$ cat src/rtl/sysbus_arbiter.sv
// Two-port round-robin arbiter that issues one Sysbus line read at a time.
// Response beats go back to the port that won the arbitration.
module sysbus_arbiter #(
  parameter int BUS_DATA_WIDTH = 64,
  parameter int BUS_TAG_WIDTH  = 13,
  parameter int BEATS          = 8
) (
  input  logic                      clk,
  input  logic                      reset,
  input  logic                      p0_req,
  input  logic                      p1_req,
  input  logic [63:0]               p0_addr,
  input  logic [63:0]               p1_addr,
  output logic                      p0_gnt,
  output logic                      p1_gnt,
  output logic                      p0_rvalid,
  output logic                      p1_rvalid,
  output logic [BUS_DATA_WIDTH-1:0] p0_rdata,
  output logic [BUS_DATA_WIDTH-1:0] p1_rdata,
  output logic                      p0_rlast,
  output logic                      p1_rlast,
  output logic                      bus_reqcyc,
  input  logic                      bus_reqack,
  output logic [BUS_DATA_WIDTH-1:0] bus_req,
  output logic [BUS_TAG_WIDTH-1:0]  bus_reqtag,
  input  logic                      bus_respcyc,
  output logic                      bus_respack,
  input  logic [BUS_DATA_WIDTH-1:0] bus_resp,
  input  logic [BUS_TAG_WIDTH-1:0]  bus_resptag
);

  localparam logic       SYSBUS_READ   = 1'b1;
  localparam logic [3:0] SYSBUS_MEMORY = 4'b0001;
  localparam int         CNT_W         = (BEATS > 1) ? $clog2(BEATS) : 1;
  localparam logic [CNT_W-1:0] LAST_BEAT = CNT_W'(BEATS - 1);

  typedef enum logic [1:0] {
    IDLE = 2'd0,
    REQ  = 2'd1,
    RESP = 2'd2
  } state_t;

  function automatic logic [BUS_TAG_WIDTH-1:0] read_tag(input logic id);
    logic [31:0] tag;
    tag       = 32'd0;
    tag[12]   = SYSBUS_READ;
    tag[11:8] = SYSBUS_MEMORY;
    tag[0]    = id;
    return tag[BUS_TAG_WIDTH-1:0];
  endfunction

  // Requests are always whole 64-byte lines.
  function automatic logic [BUS_DATA_WIDTH-1:0] line_addr(input logic [63:0] addr);
    logic [63:0] line;
    line = {addr[63:6], 6'b000000};
    return BUS_DATA_WIDTH'(line);
  endfunction

  state_t                    state_r, state_s;
  logic                      owner_r, owner_s;
  logic                      prio_r, prio_s;
  logic [CNT_W-1:0]          cnt_r, cnt_s;
  logic                      p0_gnt_r, p0_gnt_s, p1_gnt_r, p1_gnt_s;
  logic                      p0_rvalid_r, p0_rvalid_s, p1_rvalid_r, p1_rvalid_s;
  logic                      p0_rlast_r, p0_rlast_s, p1_rlast_r, p1_rlast_s;
  logic [BUS_DATA_WIDTH-1:0] p0_rdata_r, p0_rdata_s, p1_rdata_r, p1_rdata_s;
  logic                      bus_reqcyc_r, bus_reqcyc_s;
  logic [BUS_DATA_WIDTH-1:0] bus_req_r, bus_req_s;
  logic [BUS_TAG_WIDTH-1:0]  bus_reqtag_r, bus_reqtag_s;
  logic                      win_s;
  logic                      unused_s;

  assign unused_s = ^bus_resptag;

  // Next-state and next-output logic for the arbitration / transfer FSM.
  always_comb begin
    state_s      = state_r;
    owner_s      = owner_r;
    prio_s       = prio_r;
    cnt_s        = cnt_r;
    p0_gnt_s     = 1'b0;
    p1_gnt_s     = 1'b0;
    p0_rvalid_s  = 1'b0;
    p1_rvalid_s  = 1'b0;
    p0_rlast_s   = 1'b0;
    p1_rlast_s   = 1'b0;
    p0_rdata_s   = p0_rdata_r;
    p1_rdata_s   = p1_rdata_r;
    bus_reqcyc_s = bus_reqcyc_r;
    bus_req_s    = bus_req_r;
    bus_reqtag_s = bus_reqtag_r;
    // prio_r names the port that wins a tie.
    win_s        = (p0_req && p1_req) ? prio_r : p1_req;
    case (state_r)
      IDLE: begin
        if (p0_req || p1_req) begin
          owner_s      = win_s;
          p0_gnt_s     = ~win_s;
          p1_gnt_s     = win_s;
          bus_reqcyc_s = 1'b1;
          bus_req_s    = line_addr(win_s ? p1_addr : p0_addr);
          bus_reqtag_s = read_tag(win_s);
          state_s      = REQ;
        end else begin
          state_s = IDLE;
        end
      end
      REQ: begin
        if (bus_reqack) begin
          bus_reqcyc_s = 1'b0;
          bus_req_s    = {BUS_DATA_WIDTH{1'b0}};
          bus_reqtag_s = {BUS_TAG_WIDTH{1'b0}};
          cnt_s        = {CNT_W{1'b0}};
          state_s      = RESP;
        end else begin
          state_s = REQ;
        end
      end
      RESP: begin
        if (bus_respcyc) begin
          if (owner_r) begin
            p1_rdata_s  = bus_resp;
            p1_rvalid_s = 1'b1;
            p1_rlast_s  = (cnt_r == LAST_BEAT);
          end else begin
            p0_rdata_s  = bus_resp;
            p0_rvalid_s = 1'b1;
            p0_rlast_s  = (cnt_r == LAST_BEAT);
          end
          if (cnt_r == LAST_BEAT) begin
            cnt_s   = {CNT_W{1'b0}};
            prio_s  = ~owner_r;
            state_s = IDLE;
          end else begin
            cnt_s = cnt_r + {{(CNT_W-1){1'b0}}, 1'b1};
          end
        end else begin
          state_s = RESP;
        end
      end
      default: begin
        state_s = IDLE;
      end
    endcase
  end

  // State and output registers with synchronous reset.
  always_ff @(posedge clk) begin
    if (reset) begin
      state_r      <= IDLE;
      owner_r      <= 1'b0;
      prio_r       <= 1'b0;
      cnt_r        <= {CNT_W{1'b0}};
      p0_gnt_r     <= 1'b0;
      p1_gnt_r     <= 1'b0;
      p0_rvalid_r  <= 1'b0;
      p1_rvalid_r  <= 1'b0;
      p0_rlast_r   <= 1'b0;
      p1_rlast_r   <= 1'b0;
      p0_rdata_r   <= {BUS_DATA_WIDTH{1'b0}};
      p1_rdata_r   <= {BUS_DATA_WIDTH{1'b0}};
      bus_reqcyc_r <= 1'b0;
      bus_req_r    <= {BUS_DATA_WIDTH{1'b0}};
      bus_reqtag_r <= {BUS_TAG_WIDTH{1'b0}};
    end else begin
      state_r      <= state_s;
      owner_r      <= owner_s;
      prio_r       <= prio_s;
      cnt_r        <= cnt_s;
      p0_gnt_r     <= p0_gnt_s;
      p1_gnt_r     <= p1_gnt_s;
      p0_rvalid_r  <= p0_rvalid_s;
      p1_rvalid_r  <= p1_rvalid_s;
      p0_rlast_r   <= p0_rlast_s;
      p1_rlast_r   <= p1_rlast_s;
      p0_rdata_r   <= p0_rdata_s;
      p1_rdata_r   <= p1_rdata_s;
      bus_reqcyc_r <= bus_reqcyc_s;
      bus_req_r    <= bus_req_s;
      bus_reqtag_r <= bus_reqtag_s;
    end
  end

  // The bus expects the acknowledge in the same cycle as the beat.
  assign bus_respack = ~reset && (state_r == RESP) && bus_respcyc;

  assign p0_gnt     = p0_gnt_r;
  assign p1_gnt     = p1_gnt_r;
  assign p0_rvalid  = p0_rvalid_r;
  assign p1_rvalid  = p1_rvalid_r;
  assign p0_rlast   = p0_rlast_r;
  assign p1_rlast   = p1_rlast_r;
  assign p0_rdata   = p0_rdata_r;
  assign p1_rdata   = p1_rdata_r;
  assign bus_reqcyc = bus_reqcyc_r;
  assign bus_req    = bus_req_r;
  assign bus_reqtag = bus_reqtag_r;

endmodule
$ cat config.mk
export PLATFORM = sky130hd
export DESIGN_NAME = sysbus_arbiter
export DESIGN_NICKNAME = d
export VERILOG_FILES = /design/src/rtl/sysbus_arbiter.sv
export SDC_FILE = /design/constraint.sdc
export NUM_CORES = 1
export LEC_CHECK = 0
export ABC_AREA = 0
export CAP_MARGIN = 20
export CORE_AREA = 2 2 165 167
export CTS_BUF_LIST = sky130_fd_sc_hd__clkbuf_8
export DETAILED_ROUTE_END_ITERATION = 8
export DIE_AREA = 0 0 167 169
export SLEW_MARGIN = 20
export SYNTH_ARGS = -nofsm -noshare
export SYNTH_HDL_FRONTEND = slang
export SYNTH_SLANG_ARGS = --single-unit
$ cat constraint.sdc
create_clock -name clk -period 1.45 [get_ports clk]
set_input_delay 0.29 -clock clk [delete_from_list [all_inputs] [get_ports clk]]
set_output_delay 0.29 -clock clk [all_outputs]
set_load 0.02 [all_outputs]
==> flow_results.org <==
** Synthesis
- Area of the mapped netlist :: around 8000 um^2
- By count the netlist is led by sky130_fd_sc_hd__nand2_1, sky130_fd_sc_hd__a21oi_1, sky130_fd_sc_hd__dfxtp_1.
- Count leader, synth :: sky130_fd_sc_hd__nand2_1
- After synthesis, the mean cell area works out to 8.18 um^2.
- Synth cell types :: 33
- Post-synth EDFFs :: 0
- Number of warning messages in the yosys log :: 0
- By area the synthesized netlist is led by sky130_fd_sc_hd__dfxtp_1, sky130_fd_sc_hd__a21oi_1, sky130_fd_sc_hd__nand2_1.
- Main synth FF type :: sky130_fd_sc_hd__dfxtp_1
- Flip-flop and latch count after synthesis :: 201
- The top cell type by area accounts for approximately half of the synthesized area.
- Share of flip-flops with an asynchronous set or reset after synthesis :: 0%
- Portion of the post-synthesis area used by sequential elements :: between 50% and 60%
- Of all cell types, the one taking the most synthesized area is sky130_fd_sc_hd__dfxtp_1.
- Synthesis produced slightly below 1000 cells.

** Timing
- Derived from the worst setup path, the maximum achievable clock frequency is about 620 MHz.
- The number of endpoints with negative hold slack in the final report was 0.
- The worst path uses 111% of the clock period.
- Number of max-slew violations in the final report :: 0
- The smallest clock period supported by the final layout is computed as 1.60 ns.
- Setup violations remaining at the end of the flow were counted as 12.
- Clock skew on the completed layout was measured at 0.0164 ns.
- In this run the tightest slew margin relative to its limit is 65.4%.
- Actual transition at the worst max-transition pin :: between 0.5 and 0.6 ns
- Setup repair after global routing could not meet its margin everywhere.
- In the post-route analysis, the smallest setup slack over all paths is -0.154 ns.

** CTS
- The H-tree was split into 2 levels.
- Maximum clock path buffer count :: 3
- The number of hold buffers added after CTS was 0.
- Clock Root Buffer :: sky130_fd_sc_hd__clkbuf_8
- Clock-pin transition on the worst setup and hold timing paths :: 0.06 ns
- Clock latency on the worst-skew pair, taken at its later pin, is 0.51 ns.
- TritonCTS clock tree :: yes
- Clock sink total :: around 200
- Counting the buffers created by CTS gives 38.

** Pwr
- Share of total power consumed by net switching :: a little over a quarter
- Clock share of power :: about two fifths
- Sequential share of power :: about 43%
- Post-layout power :: roughly 14 mW
- In this run the power density over the cells is 1030 nW/um^2.
- For this design the static power due to leakage is 5.23 nW.
- Logic gate share of total power :: between 10% and 20%
- Max rail drop VDD :: 552 uV
- Internal power summed over all cells :: roughly 10 mW
- In this run the power spent charging and discharging nets is ~3.7 mW.

** Cells and area
- Area added between synthesis and finish :: 67.0%
- Sequential standard cell area :: between 4000 and 5000 um^2
- Final cell count without fillers :: ~1700
- In the final design database the tool counted 1597 nets.
- In the final layout, the multi-input gates occupy around 3500 um^2.
- The post-route netlist has roughly 28% of its cells at a drive strength greater than 1.
- Ant. Diodes :: 0
- Fill cells in the final layout number 2604.

** Drt
- Once detail routing completed, the nets flagged for antenna violations numbered 0.
- DR vias :: 8404
- Drt wl/cell :: about 18 um
- Remaining DRCs :: 0
- Using the TritonRoute via totals, the vias-per-cell ratio works out to ~4.8.
- For this run, the detailed router's first-pass iteration total came to 5.
- Routed wire length :: 31300 um
- After the first detailed-routing iteration, the DRC count stood at about 460.

** Die
- The floorplan step defined a die boundary enclosing ~28000 um^2.
- Cell Rows :: 60
- Vertical extent of the die :: between 150 and 200 um
- Die W :: around 170 um
- The total area inside the core boundary comes to ~27000 um^2.
- ~420 I/O pins were placed.
- Initial core utilization :: a little under a third

** Critical path
- WS Path Type :: flop to output pin
- Nature of the critical path endpoint :: output pin
- Worst Setup Start Kind :: flop
- Maximum single-stage delay on the critical path :: roughly 0.35 ns
- For this design, the slowest cell found on the critical path is sky130_fd_sc_hd__dfxtp_4.
- Broken down by cell family, the worst path's largest delay share belongs to flip-flops.
- The setup check on the worst reg-to-reg path leaves a slack of -0.02 ns.
- Critical Path RT :: about 1.2 ns
- The critical path goes through nand2b_4 > nor3b_2 > buf_4.
- For the worst setup path, the data arrival time is around 1.3 ns.
- Of all nets on the critical path, the largest fanout is 3.
- Together, buffers and inverters on the worst path number 1.

** Min path
- Path class of the lowest-slack min-delay path :: input port to flop

** Place
- Port-buffer cells :: around 380
- Routability-driven placement finished with a final weighted congestion of just over 0.8.
- Placed cells :: around 1700
- OpenSTA, run right after detailed placement, puts the worst setup slack at -0.343 ns.
- Post-detail-place hpwl :: roughly 20000 um

** Job
- Across the run, the number of max-cap violations was 0.

** GRT
- GRT Residual Overflow :: 0
- Largest net degree at the start of global routing :: between 100 and 150
- Global routing used 19.6% of the available tracks across all layers.
- Global-route wire length before repair :: approximately 44000 um
- Number of global-route vias before repair :: between 8000 and 9000
- The initial antenna violation count came to 0.

** Status
- The flow ran to the end, but the final reports show violations.
- The checks that failed: setup timing.
[final timing paths]
path          startpoint     endpoint  cells past startpoint
min reg2reg  bus_req[19]  bus_req[19]                      2
max           state_r[0]  bus_respack                      3
min                reset     cnt_r[2]                      3
max reg2reg   state_r[0]  bus_req[37]                      7
[cells by family after synthesis]
kind of cell	count (synthesis)	share of synthesized area (%)
flip-flops	201	50.6
AO/OA/AOI/OAI	318	25.0
buffers and inverters	163	9.33
AND/OR/NAND/NOR	288	14.7
other	1	0.0471
adder cells (fa/ha/maj)	2	0.315
[state kept, by name, indices dropped and copies added (netlist names), 2 cells and up]
name and cells:
bus_req 58, p1_rdata 64, cnt_r 3, p0_rdata 64, bus_reqtag 2, state_r 2
[worst register-to-register path, cell delays in order, from the launching register on]
cell and delay [ns]:
sky130_fd_sc_hd__dfxtp_4 0.35, sky130_fd_sc_hd__buf_4 0.14, sky130_fd_sc_hd__clkbuf_16 0.14, sky130_fd_sc_hd__nor3_4 0.19
sky130_fd_sc_hd__o31ai_4 0.10, sky130_fd_sc_hd__buf_12 0.17, sky130_fd_sc_hd__buf_12 0.15, sky130_fd_sc_hd__o32ai_1 0.14
[metal layers]
metal  wire length (um)  global-route usage, %  share of wire (%)  up-vias
met5                  0                      0                  0        -
met3               2790                   7.01                8.9       64
met1              12300                   22.1                 39     3906
met2              15300                   34.0                 49      351
li1                   -                      -                  -     4083
met4                899                   7.20                2.9        0
[layout by cell type, fill, tap and decap left out, types with 3 or more instances in the layout]
| cell type | synthesis | routed |
|---|---|---|
| sky130_fd_sc_hd__buf_16 | 0 | 3 |
| sky130_fd_sc_hd__inv_1 | 61 | 73 |
| sky130_fd_sc_hd__a21oi_2 | 0 | 7 |
| sky130_fd_sc_hd__buf_2 | 29 | 133 |
| sky130_fd_sc_hd__buf_4 | 19 | 34 |
| sky130_fd_sc_hd__nand2_1 | 261 | 255 |
| sky130_fd_sc_hd__conb_1 | 1 | 16 |
| sky130_fd_sc_hd__buf_6 | 3 | 7 |
| sky130_fd_sc_hd__nand2_2 | 0 | 4 |
| sky130_fd_sc_hd__buf_12 | 0 | 20 |
| sky130_fd_sc_hd__clkbuf_16 | 0 | 13 |
| sky130_fd_sc_hd__o32ai_1 | 39 | 22 |
| sky130_fd_sc_hd__clkdlybuf4s50_1 | 0 | 183 |
| sky130_fd_sc_hd__nand3_1 | 4 | 4 |
| sky130_fd_sc_hd__o32ai_2 | 20 | 37 |
| sky130_fd_sc_hd__nor2_1 | 5 | 5 |
| sky130_fd_sc_hd__a21oi_1 | 252 | 245 |
| sky130_fd_sc_hd__clkbuf_8 | 0 | 49 |
| sky130_fd_sc_hd__clkdlybuf4s15_2 | 0 | 62 |
| sky130_fd_sc_hd__dfxtp_1 | 201 | 199 |
[per-stage QoR]
| step | instance area [um^2] | util (%) | hold slack (ns) | setup TNS [ns] |
|---|---|---|---|---|
| after floorplan | 8020 | - | 0.426 | 0 |
| after global placement | 12400 | 46.6 | 0.440 | -45.72 |
| after detailed placement | 12400 | 46.6 | 0.445 | -50.71 |
| after CTS | 13200 | 49.9 | 0.166 | -0.219 |
| after global routing | 13300 | 50.1 | 0.203 | -5.05 |
| final | 13300 | 50.1 | 0.204 | -0.209 |
[layout make-up]
cell class | instances | area share [%]
timing repair buffer | 458 | 32.9
sequential | 201 | 30.3
multi-input combinational | 624 | 26.3
clock buffer | 49 | 5.08
tap | 341 | 3.21
inverter | 61 | 1.72
clock inverter | 15 | 0.471
[power by group through the flow]
stage / Sequential (mW) / Combinational (mW) / Clock (mW)
final: 5.86 / 2.45 / 5.35
after global routing: 5.88 / 2.61 / 5.82
after CTS: 5.86 / 2.33 / 5.53
after detailed placement: 5.98 / 2.36 / 0
after global placement: 5.98 / 2.35 / 0
after floorplan: 6.22 / 0.821 / 0
[what timing repair did]
item                                    4_1_cts  5_1_grt
buffers inserted                              3        7
resized for setup                           642      143
gates cloned                                  2       17
endpoints found under the setup margin      272      231
pin swaps                                     1        4
Power figures use the tool's default switching activity.
